`src/rtl/draw_pkg.sv`:
```
// Shared constants for the drawing path: screen geometry, arbiter state
// encoding and the fixed requester slot assignment.
package draw_pkg;

  localparam int X_W   = 8;
  localparam int Y_W   = 7;
  localparam int C_W   = 3;
  localparam int H_RES = 160;
  localparam int V_RES = 120;

  typedef enum logic {
    ST_IDLE = 1'b0,
    ST_OWN  = 1'b1
  } state_t;

  localparam int REQ_BOUNDS   = 0;
  localparam int REQ_BALL     = 1;
  localparam int REQ_PADDLE_L = 2;
  localparam int REQ_PADDLE_R = 3;

endpackage

```
`src/rtl/vga_draw_arbiter_if.sv`:
```
// Requester pixel-stream bus plus the shared VGA adapter write port.
// master = requester/adapter side, slave = the arbiter.
interface vga_draw_arbiter_if #(
  parameter int N_REQ = 4,
  parameter int X_W   = draw_pkg::X_W,
  parameter int Y_W   = draw_pkg::Y_W,
  parameter int C_W   = draw_pkg::C_W
);

  logic [N_REQ-1:0]     req;
  logic [N_REQ-1:0]     pix_valid;
  logic [N_REQ-1:0]     pix_last;
  logic [N_REQ*X_W-1:0] x_in;
  logic [N_REQ*Y_W-1:0] y_in;
  logic [N_REQ*C_W-1:0] colour_in;
  logic [N_REQ-1:0]     grant;
  logic [N_REQ-1:0]     pix_ready;
  logic                 vga_plot;
  logic [X_W-1:0]       vga_x;
  logic [Y_W-1:0]       vga_y;
  logic [C_W-1:0]       vga_colour;
  logic                 busy;
  logic                 timeout_err;

  modport master (
    output req, pix_valid, pix_last, x_in, y_in, colour_in,
    input  grant, pix_ready, vga_plot, vga_x, vga_y, vga_colour, busy, timeout_err
  );

  modport slave (
    input  req, pix_valid, pix_last, x_in, y_in, colour_in,
    output grant, pix_ready, vga_plot, vga_x, vga_y, vga_colour, busy, timeout_err
  );

endinterface

```
`src/rtl/vga_draw_arbiter_rr_priority_picker.sv`:
```
// Combinational round-robin picker: one-hot first set request at or after
// rr_ptr, wrapping; all zero when nothing is requested.
module rr_priority_picker #(
  parameter int N_REQ = 4,
  parameter int PTR_W = 2
) (
  input  logic [N_REQ-1:0] req,
  input  logic [PTR_W-1:0] rr_ptr,
  output logic [N_REQ-1:0] winner
);

  logic [N_REQ-1:0] hi_mask;
  logic [N_REQ-1:0] req_hi;
  logic [N_REQ-1:0] sel;

  for (genvar gi = 0; gi < N_REQ; gi++) begin : g_mask
    assign hi_mask[gi] = (gi >= int'(rr_ptr));
  end

  // Prefer requests at/after the pointer; otherwise wrap to the lowest one.
  assign req_hi = req & hi_mask;
  assign sel    = (|req_hi) ? req_hi : req;
  assign winner = sel & (~sel + N_REQ'(1));

endmodule

```
`src/rtl/vga_draw_arbiter.sv`:
```
// Round-robin, shape-locked arbiter for the single VGA adapter write port,
// with pixel clipping and an idle-owner watchdog.
module vga_draw_arbiter
  import draw_pkg::*;
#(
  parameter int N_REQ   = 4,
  parameter int X_W     = draw_pkg::X_W,
  parameter int Y_W     = draw_pkg::Y_W,
  parameter int C_W     = draw_pkg::C_W,
  parameter int H_RES   = draw_pkg::H_RES,
  parameter int V_RES   = draw_pkg::V_RES,
  parameter int TIMEOUT = 20000
) (
  input logic               clock,
  input logic               reset_n,
  vga_draw_arbiter_if.slave bus
);

  localparam int PTR_W = (N_REQ > 1) ? $clog2(N_REQ) : 1;
  localparam int WD_W  = $clog2(TIMEOUT + 1);

  state_t           state_reg;
  logic [N_REQ-1:0] grant_reg;
  logic [PTR_W-1:0] owner_reg;
  logic [PTR_W-1:0] rr_ptr_reg;
  logic [WD_W-1:0]  watchdog_reg;
  logic             plot_reg;
  logic [X_W-1:0]   x_reg;
  logic [Y_W-1:0]   y_reg;
  logic [C_W-1:0]   colour_reg;
  logic             timeout_reg;

  logic [N_REQ-1:0] winner;
  logic [PTR_W-1:0] winner_idx;
  logic [PTR_W-1:0] rr_ptr_next;
  logic             own_req;
  logic             own_valid;
  logic             own_last;
  logic [X_W-1:0]   own_x;
  logic [Y_W-1:0]   own_y;
  logic [C_W-1:0]   own_colour;
  logic             in_view;
  logic             wd_expired;

  rr_priority_picker #(
    .N_REQ (N_REQ),
    .PTR_W (PTR_W)
  ) u_picker (
    .req    (bus.req),
    .rr_ptr (rr_ptr_reg),
    .winner (winner)
  );

  always_comb begin
    winner_idx = '0;
    for (int i = 0; i < N_REQ; i++) begin
      if (winner[i]) winner_idx = PTR_W'(i);
    end
  end

  assign own_req     = bus.req[owner_reg];
  assign own_valid   = bus.pix_valid[owner_reg];
  assign own_last    = bus.pix_last[owner_reg];
  assign own_x       = bus.x_in[int'(owner_reg)*X_W +: X_W];
  assign own_y       = bus.y_in[int'(owner_reg)*Y_W +: Y_W];
  assign own_colour  = bus.colour_in[int'(owner_reg)*C_W +: C_W];
  assign in_view     = (int'(own_x) < H_RES) && (int'(own_y) < V_RES);
  assign wd_expired  = (int'(watchdog_reg) == TIMEOUT - 1);
  assign rr_ptr_next = (int'(owner_reg) == N_REQ - 1) ? '0 : owner_reg + PTR_W'(1);

  always_ff @(posedge clock) begin
    if (!reset_n) begin
      state_reg    <= ST_IDLE;
      grant_reg    <= '0;
      owner_reg    <= '0;
      rr_ptr_reg   <= '0;
      watchdog_reg <= '0;
      plot_reg     <= 1'b0;
      x_reg        <= '0;
      y_reg        <= '0;
      colour_reg   <= '0;
      timeout_reg  <= 1'b0;
    end else begin
      plot_reg    <= 1'b0;
      timeout_reg <= 1'b0;
      case (state_reg)
        ST_IDLE: begin
          watchdog_reg <= '0;
          if (|bus.req) begin
            state_reg <= ST_OWN;
            grant_reg <= winner;
            owner_reg <= winner_idx;
          end
        end
        ST_OWN: begin
          // Abort outranks everything, including a last pixel in the same cycle.
          if (!own_req) begin
            state_reg  <= ST_IDLE;
            grant_reg  <= '0;
            rr_ptr_reg <= rr_ptr_next;
          end else if (own_valid) begin
            watchdog_reg <= '0;
            if (in_view) begin
              plot_reg   <= 1'b1;
              x_reg      <= own_x;
              y_reg      <= own_y;
              colour_reg <= own_colour;
            end
            if (own_last) begin
              state_reg  <= ST_IDLE;
              grant_reg  <= '0;
              rr_ptr_reg <= rr_ptr_next;
            end
          end else if (wd_expired) begin
            state_reg   <= ST_IDLE;
            grant_reg   <= '0;
            rr_ptr_reg  <= rr_ptr_next;
            timeout_reg <= 1'b1;
          end else begin
            watchdog_reg <= watchdog_reg + WD_W'(1);
          end
        end
        default: begin
          state_reg <= ST_IDLE;
          grant_reg <= '0;
        end
      endcase
    end
  end

  assign bus.grant       = grant_reg;
  assign bus.pix_ready   = grant_reg;
  assign bus.vga_plot    = plot_reg;
  assign bus.vga_x       = x_reg;
  assign bus.vga_y       = y_reg;
  assign bus.vga_colour  = colour_reg;
  assign bus.busy        = (state_reg == ST_OWN);
  assign bus.timeout_err = timeout_reg;

endmodule

```
`src/flat_wrapper.sv`:
```
// flat-port wrapper written by rule: the top's interface ports become plain ports
module vga_draw_arbiter_flat import draw_pkg::*;
#(
  parameter int N_REQ   = 4,
  parameter int X_W     = draw_pkg::X_W,
  parameter int Y_W     = draw_pkg::Y_W,
  parameter int C_W     = draw_pkg::C_W,
  parameter int H_RES   = draw_pkg::H_RES,
  parameter int V_RES   = draw_pkg::V_RES,
  parameter int TIMEOUT = 20000
)
  (clock, reset_n, bus_req, bus_pix_valid, bus_pix_last, bus_x_in, bus_y_in, bus_colour_in, bus_grant, bus_pix_ready, bus_vga_plot, bus_vga_x, bus_vga_y, bus_vga_colour, bus_busy, bus_timeout_err);
  vga_draw_arbiter_if #(.N_REQ(N_REQ), .X_W(X_W), .Y_W(Y_W), .C_W(C_W)) bus_i ();
  input logic clock;
  input logic reset_n;
  input wire logic [$bits(bus_i.req)-1:0] bus_req;
  input wire logic [$bits(bus_i.pix_valid)-1:0] bus_pix_valid;
  input wire logic [$bits(bus_i.pix_last)-1:0] bus_pix_last;
  input wire logic [$bits(bus_i.x_in)-1:0] bus_x_in;
  input wire logic [$bits(bus_i.y_in)-1:0] bus_y_in;
  input wire logic [$bits(bus_i.colour_in)-1:0] bus_colour_in;
  output wire logic [$bits(bus_i.grant)-1:0] bus_grant;
  output wire logic [$bits(bus_i.pix_ready)-1:0] bus_pix_ready;
  output wire logic [$bits(bus_i.vga_plot)-1:0] bus_vga_plot;
  output wire logic [$bits(bus_i.vga_x)-1:0] bus_vga_x;
  output wire logic [$bits(bus_i.vga_y)-1:0] bus_vga_y;
  output wire logic [$bits(bus_i.vga_colour)-1:0] bus_vga_colour;
  output wire logic [$bits(bus_i.busy)-1:0] bus_busy;
  output wire logic [$bits(bus_i.timeout_err)-1:0] bus_timeout_err;
  assign bus_i.req = bus_req;
  assign bus_i.pix_valid = bus_pix_valid;
  assign bus_i.pix_last = bus_pix_last;
  assign bus_i.x_in = bus_x_in;
  assign bus_i.y_in = bus_y_in;
  assign bus_i.colour_in = bus_colour_in;
  assign bus_grant = bus_i.grant;
  assign bus_pix_ready = bus_i.pix_ready;
  assign bus_vga_plot = bus_i.vga_plot;
  assign bus_vga_x = bus_i.vga_x;
  assign bus_vga_y = bus_i.vga_y;
  assign bus_vga_colour = bus_i.vga_colour;
  assign bus_busy = bus_i.busy;
  assign bus_timeout_err = bus_i.timeout_err;
  vga_draw_arbiter #(.N_REQ(N_REQ), .X_W(X_W), .Y_W(Y_W), .C_W(C_W), .H_RES(H_RES), .V_RES(V_RES), .TIMEOUT(TIMEOUT)) u_core (.clock(clock), .reset_n(reset_n), .bus(bus_i));
endmodule
```
`config.mk`:
```
export PLATFORM = sky130hd
export DESIGN_NAME = vga_draw_arbiter_flat
export DESIGN_NICKNAME = d
export VERILOG_FILES = /design/src/rtl/draw_pkg.sv /design/src/rtl/vga_draw_arbiter_if.sv /design/src/rtl/vga_draw_arbiter_rr_priority_picker.sv /design/src/rtl/vga_draw_arbiter.sv /design/src/flat_wrapper.sv
export SDC_FILE = /design/constraint.sdc
export NUM_CORES = 1
export LEC_CHECK = 0
export BUFFER_PORTS_ARGS = -buffer_cell sky130_fd_sc_hd__buf_2
export CORE_MARGIN = 3
export CORE_UTILIZATION = 42
export CTS_BUF_LIST = sky130_fd_sc_hd__clkbuf_16
export DETAILED_ROUTE_END_ITERATION = 8
export PLACE_DENSITY = 0.88
export SYNTH_ARGS = -nofsm -noshare
export SYNTH_HDL_FRONTEND = slang
export SYNTH_SLANG_ARGS = --single-unit
```
`constraint.sdc`:
```
create_clock -name clock -period 2.3 [get_ports clock]
set_clock_uncertainty 0.1 [all_clocks]
set_input_delay 0.345 -clock clock [delete_from_list [all_inputs] [get_ports clock]]
set_output_delay 0.345 -clock clock [all_outputs]
set_load 0.03 [all_outputs]
```
==> out/metrics.yaml, run 1 <==
status:
  status: "complete, no violations"
grt:
  grt-ovfl-total: 0
  grt_pass1_wl_um: 11500
  antenna_found_initial: 0
  grt_pass1_vias: 2520
  grt_start_max_net_pins: 38
  grt_util_all_layers: 0.202
synthesis:
  synth_warnings: 0
  synth_fp_nets: 352
  ys_seq_elements: 44
  async_flop_share: 0
  synth_cell_types: 44
  synth_top_area_share: 0.353
  ys.flop_type: "dfxtp_1"
  netlist.top_cell.by_area: "dfxtp_1"
  avgSynthCellArea_um2: 9.46
  syn_area_mm2: 0.00250
  synth-edff-count: 0
  synth_most_common_cell: "dfxtp_1"
  ys_top_cells_by_area: "dfxtp_1 (35%), mux4_2 (19%), nand2_1 (5.6%), o21ai_0 (5.0%), nand3_1 (4.2%)"
  yosysSeqAreaShare: 0.353
  ys_top_cells_by_count: "dfxtp_1 (44), nand2_1 (37), o21ai_0 (25)"
  synthCells: 264
route:
  wl_um: 7060
  drt_pass1_iterations: 5
  via_per_inst: 5.61
  post_drt_wl_per_cell_um: 15.7
  drc_errors: 0
  ant_nets: 0
  num_vias: 2532
  drtIter0Drc: 190
worst_setup_path:
  endpoint_kind: "flip-flop"
  cp.required_ns: 2.37
  worst_setup_path_start_kind: "flip-flop"
  criticalPathCategory: "reg2reg"
  path_max_fanout: 8
  critPathArrivalTime_ns: 2.28
timing:
  drv_slew: 0
  max_freq_ghz: 0.453
  setup_viol: 0
  period_share: 0.960
  worst_slack_ns: 0.0909
  fin_crit_ns: 2.21
  holdWs_ns: 0.324
  slew_headroom: 0.623
  final-hold-violation-count: 0
  worst_slew_pin_slew_ns: 0.558
final_layout:
  antenna_cells: 0
  area.growth.synth_to_final_pct: 33.1
  regArea_um2: 882
  multi_input_area_mm2: 0.00151
  largest_reg_flops: 15
  drive_gt1_frac: 0.425
  fin_nets: 467
  fill_cells: 477
clock_network:
  cts_tree: "yes"
  clock_sinks: 44
  clk_pin_slew_worst_paths_ns: 0.05
  cts_hold_buf: 0
  htree_levels: 2
  clk_latency_ns: 0.28
  cts_made_buffers: 5
  root_buffer: "clkbuf_16"
  clock_path_buffers: 2
pwr:
  p_per_area_mw_per_mm2: 595
  ir_drop_mv: 0.299
  p_leak_nw: 1.43
placement:
  dp_hpwl_um: 5470
  globalplace.congestion: 0.869
  place_ws_ns: 0.0202
  portBuffers: 114
die:
  num_rows: 27
  die-area_mm2: 0.00690
  fp.dieW_um: 83.1
  ios: 115
  core-area_mm2: 0.00564
  start_util: 0.442
  die_y_um: 83.1
job:
  cap_violations: 0
worst_hold_path:
  hold_path_class: "in2reg"
placed cells by master, fill, tap and decap left out, drive strengths merged, types with 2 or more instances in the layout:
cell type	Yosys	routed
nand4	3	3
nand2b	6	6
or4	2	2
nor4	4	4
o21ai	29	29
nand2	37	37
nor3	5	5
or3	2	2
nor2	10	10
clkbuf	9	5
nor2b	2	2
buf	9	126
inv	5	5
and2	2	2
dfxtp	44	44
a31o	4	4
ha	2	2
a21oi	10	10
nand3	22	22
and3	7	7
clkinv	0	2
a21o	2	2
xnor2	6	6
mux4	21	21
nor3b	2	2
mux2i	7	7
critical path: stages, from the launching register on:
cell,delay (ns)
dfxtp_2,0.34
or3b_2,0.47
or4_4,0.56
o21ai_4,0.31
o21ai_4,0.13
a31o_1,0.21
logic make-up after synthesis:
family,synth area share
compound gates,0.141
xor+xnor,0.0211
fa+ha+maj,0.0100
buf+inv,0.0426
flops,0.353
mux,0.218
simple gates,0.215
final cells by class:
type	instances	share of cell area
multi-input combinational	197	0.454
sequential	44	0.266
timing repair buffer	126	0.208
clock buffer	5	0.0377
tap	72	0.0271
inverter	5	0.00565
clock inverter	2	0.00226
path summary, 6_finish.rpt:
path | from | to | slack (ns) | cells past startpoint
setup / recovery | u_core.watchdog_reg[7] | u_core.bus.grant[3] | 0.09 | 5
hold / removal | reset_n | u_core.rr_ptr_reg[0] | 0.32 | 3
setup reg to reg | u_core.watchdog_reg[7] | u_core.bus.grant[3] | 0.09 | 5
hold reg to reg | u_core.bus.vga_y[2] | u_core.bus.vga_y[2] | 0.37 | 2
power breakdown:
group / internal (mW) / leakage [nW] / total, mW / switching (mW)
clock: 0.389 / 0.0648 / 0.665 / 0.277
combinational: 0.231 / 1.01 / 0.488 / 0.256
sequential: 0.792 / 0.357 / 0.823 / 0.0312
total: 1.41 / 1.43 / 1.98 / 0.564
per-stage QoR:
step                utilization  instance area, um2  setup TNS (ns)  power, mW  instances
global route              0.589                3320         -0.0106       2.06        451
finish                    0.589                3320               0       1.98        451
floorplan                     -                2500               0       1.15        264
CTS                       0.587                3310               0       1.97        450
global placement          0.563                3180               0       1.30        443
detailed placement        0.563                3180               0       1.32        443
per-layer routing:
| layer | global-route usage | wire (um) |
|---|---|---|
| met5 | 0 | 0 |
| met4 | 0.0713 | 109 |
| met3 | 0.0595 | 487 |
| met2 | 0.362 | 3850 |
| met1 | 0.225 | 2610 |
what timing repair did:
item / in CTS / in global routing
endpoints found under the hold margin: 0 / 0
setup buffers: 0 / 1
setup endpoints to repair: 0 / 10
resized for setup: 0 / 3
No activity file was read; power rests on OpenSTA's default activity.
==> run 2, diff against run 1 <==
==> constraint.sdc (replaced) <==
create_clock -name clock -period 1.95 [get_ports clock]
set_clock_uncertainty 0.1 [all_clocks]
set_input_delay 0.195 -clock clock [delete_from_list [all_inputs] [get_ports clock]]
set_output_delay 0.195 -clock clock [all_outputs]
set_load 0.03 [all_outputs]
==> run 2 against run 1 <==
Effect of this change: flip-flop and latch count unchanged; the flow now finishes with violations (setup timing); count of clock-buffer cells in the layout unchanged; largest power group unchanged; worst hold slack worse by 0.11 ns; critical path type unchanged.
==> out/metrics.yaml, run 2 (synthesis gave the netlist of run 1 again) <==
worst_setup_path:
  crit_family: "buffers and inverters"
  criticalPathCategory: "reg2reg"
  slowest_stage: "mux4_2"
  max_stage_delay_ns: 0.52
  critPathArrivalTime_ns: 2.29
  path_cells: "buf_12 > buf_6 > mux4_2 > nand4_1 > nand3_4 > buf_12 > buf_16 > o21ai_1"
  rrSetupSlack_ns: -0.23
  cp.required_ns: 2.06
  path_max_fanout: 6
  path_common_cell: "buf_12"
  worst_setup_path_start_kind: "flip-flop"
  endpoint_kind: "flip-flop"
  cp_num_buf_inv: 4
route:
  met2_wirelength_um: 5220
  via_per_inst: 6.25
  top_layer: "met4"
  drc_errors: 0
  post_drt_wl_per_cell_um: 21.3
  drtIter0Drc: 233
  num_vias: 3096
  drt_pass1_iterations: 5
  wl_um: 10600
  routed-wl-met3_um: 992
  ant_nets: 0
  wl_met1_um: 3420
final_layout:
  fin_nets: 510
  fin_area_mm2: 0.00403
  layout_common_cells: "buf_2 (114), dfxtp_1 (41), nand2_1 (36)"
  antenna_cells: 0
  largest_reg_flops: 15
  area.growth.synth_to_final_pct: 61.6
  final_common_cell: "buf_2"
  drive_gt1_frac: 0.574
die:
  die_y_um: 83.1
  core-area_mm2: 0.00564
  fp.dieW_um: 83.1
  start_util: 0.442
  num_rows: 27
  die-area_mm2: 0.00690
  ios: 115
clock_network:
  cts_made_buffers: 5
  clk_pin_slew_worst_paths_ns: 0.06
  cts_hold_buf: 0
  cts_tree: "yes"
  clock_path_buffers: 2
  clk_latency_ns: 0.29
  root_buffer: "clkbuf_16"
  htree_levels: 2
  clock_sinks: 44
placement:
  portBuffers: 114
  globalplace.congestion: 0.878
  dp_hpwl_um: 5760
  place_area_mm2: 0.00337
pwr:
  p_leak_nw: 1.78
  p_comb_frac: 0.301
  total_power_mw: 2.76
  ir_drop_mv: 0.392
  p_int_mw: 1.94
  p_per_area_mw_per_mm2: 683
  switching_power_mw: 0.818
  p_sw_frac: 0.297
  seqPwrFrac: 0.353
  clkPwrFrac: 0.347
status:
  violations: "setup timing"
  status: "finished, violations left"
grt:
  grt_util_all_layers: 0.276
  grt_pass1_vias: 3041
  antenna_found_initial: 0
  grt_start_max_net_pins: 37
  grt-ovfl-total: 0
  grt_pass1_wl_um: 15200
timing:
  final-hold-violation-count: 0
  worst_slew_pin_slew_ns: 0.617
  drv_slew: 0
  tns_ns: -5.14
  setup_viol: 39
  period_share: 1.12
  max_freq_ghz: 0.459
  fin_crit_ns: 2.18
  rsz0062_at_grt: "true"
  worst_slack_ns: -0.227
  slew_headroom: 0.583
job:
  cap_violations: 0
worst_hold_path:
  hold_path_class: "in2reg"
[run 2: changes by cell type in the layout (fill, tap and decap cells not counted), moves of 3 or more]
| cell | delta |
|---|---|
| a21oi_1 | -3 |
| buf_4 | +25 |
| buf_16 | +3 |
| buf_6 | +11 |
| nand3_2 | +4 |
| o21ai_0 | -20 |
| o21ai_2 | +15 |
| nand3_1 | -5 |
| o21ai_1 | +5 |
[run 2: path summary, 6_finish.rpt]
check,start,endpoint,cells after the start
setup / recovery,u_core.owner_reg[0],u_core.bus.vga_y[6],8
hold / removal,reset_n,u_core.rr_ptr_reg[1],3
setup reg to reg,u_core.owner_reg[0],u_core.bus.vga_y[6],8
hold reg to reg,u_core.bus.vga_y[1],u_core.bus.vga_y[1],2
[run 2: timing repair]
item / in CTS / in global routing
cloned: 4 / 3
resized for setup: 54 / 26
pin swaps: 22 / 16
endpoints found under the setup margin: 39 / 40
setup buffers: 11 / 2
[run 2: routing by layer]
layer  GRT usage  vias to the layer above
met3      0.0694                       83
met4       0.189                        0
met1       0.300                     1447
met5           0                        -
li1            -                     1291
met2       0.467                      275
[run 2: cell type report]
cell class / count / area [um2]
multi-input cells: 197 / 1700
fillers: 363 / 1610
inverters: 5 / 18.8
clock buffers: 5 / 125
clock inverters: 3 / 42.5
repair buffers: 169 / 1170
flip-flops and latches: 44 / 887
well taps: 72 / 90.1
[run 2: tightest hold or removal path, cell delays in order]
cell and delay (ns):
buf_2 0.17, nand2_1 0.09, mux2i_1 0.07
[run 2: stage by stage]
step	worst slack [ns]	hold slack [ns]	std cells	util
5_1_grt	-0.260	0.220	495	0.715
6_report	-0.227	0.210	495	0.715
2_1_floorplan	-0.0982	0.346	264	-
3_3_place_gp	-0.141	0.343	468	0.597
4_1_cts	-0.113	0.168	491	0.689
3_5_place_dp	-0.183	0.356	468	0.597
[run 2: power groups by stage]
stage                     clock [mW]  combinational (mW)  sequential (mW)
after detailed placement           0               0.601            0.982
final                          0.956               0.828            0.972
after global routing            1.00               0.873            0.973
after floorplan                    0               0.338             1.03
after global placement             0               0.579            0.979
after CTS                      0.957               0.744            0.964
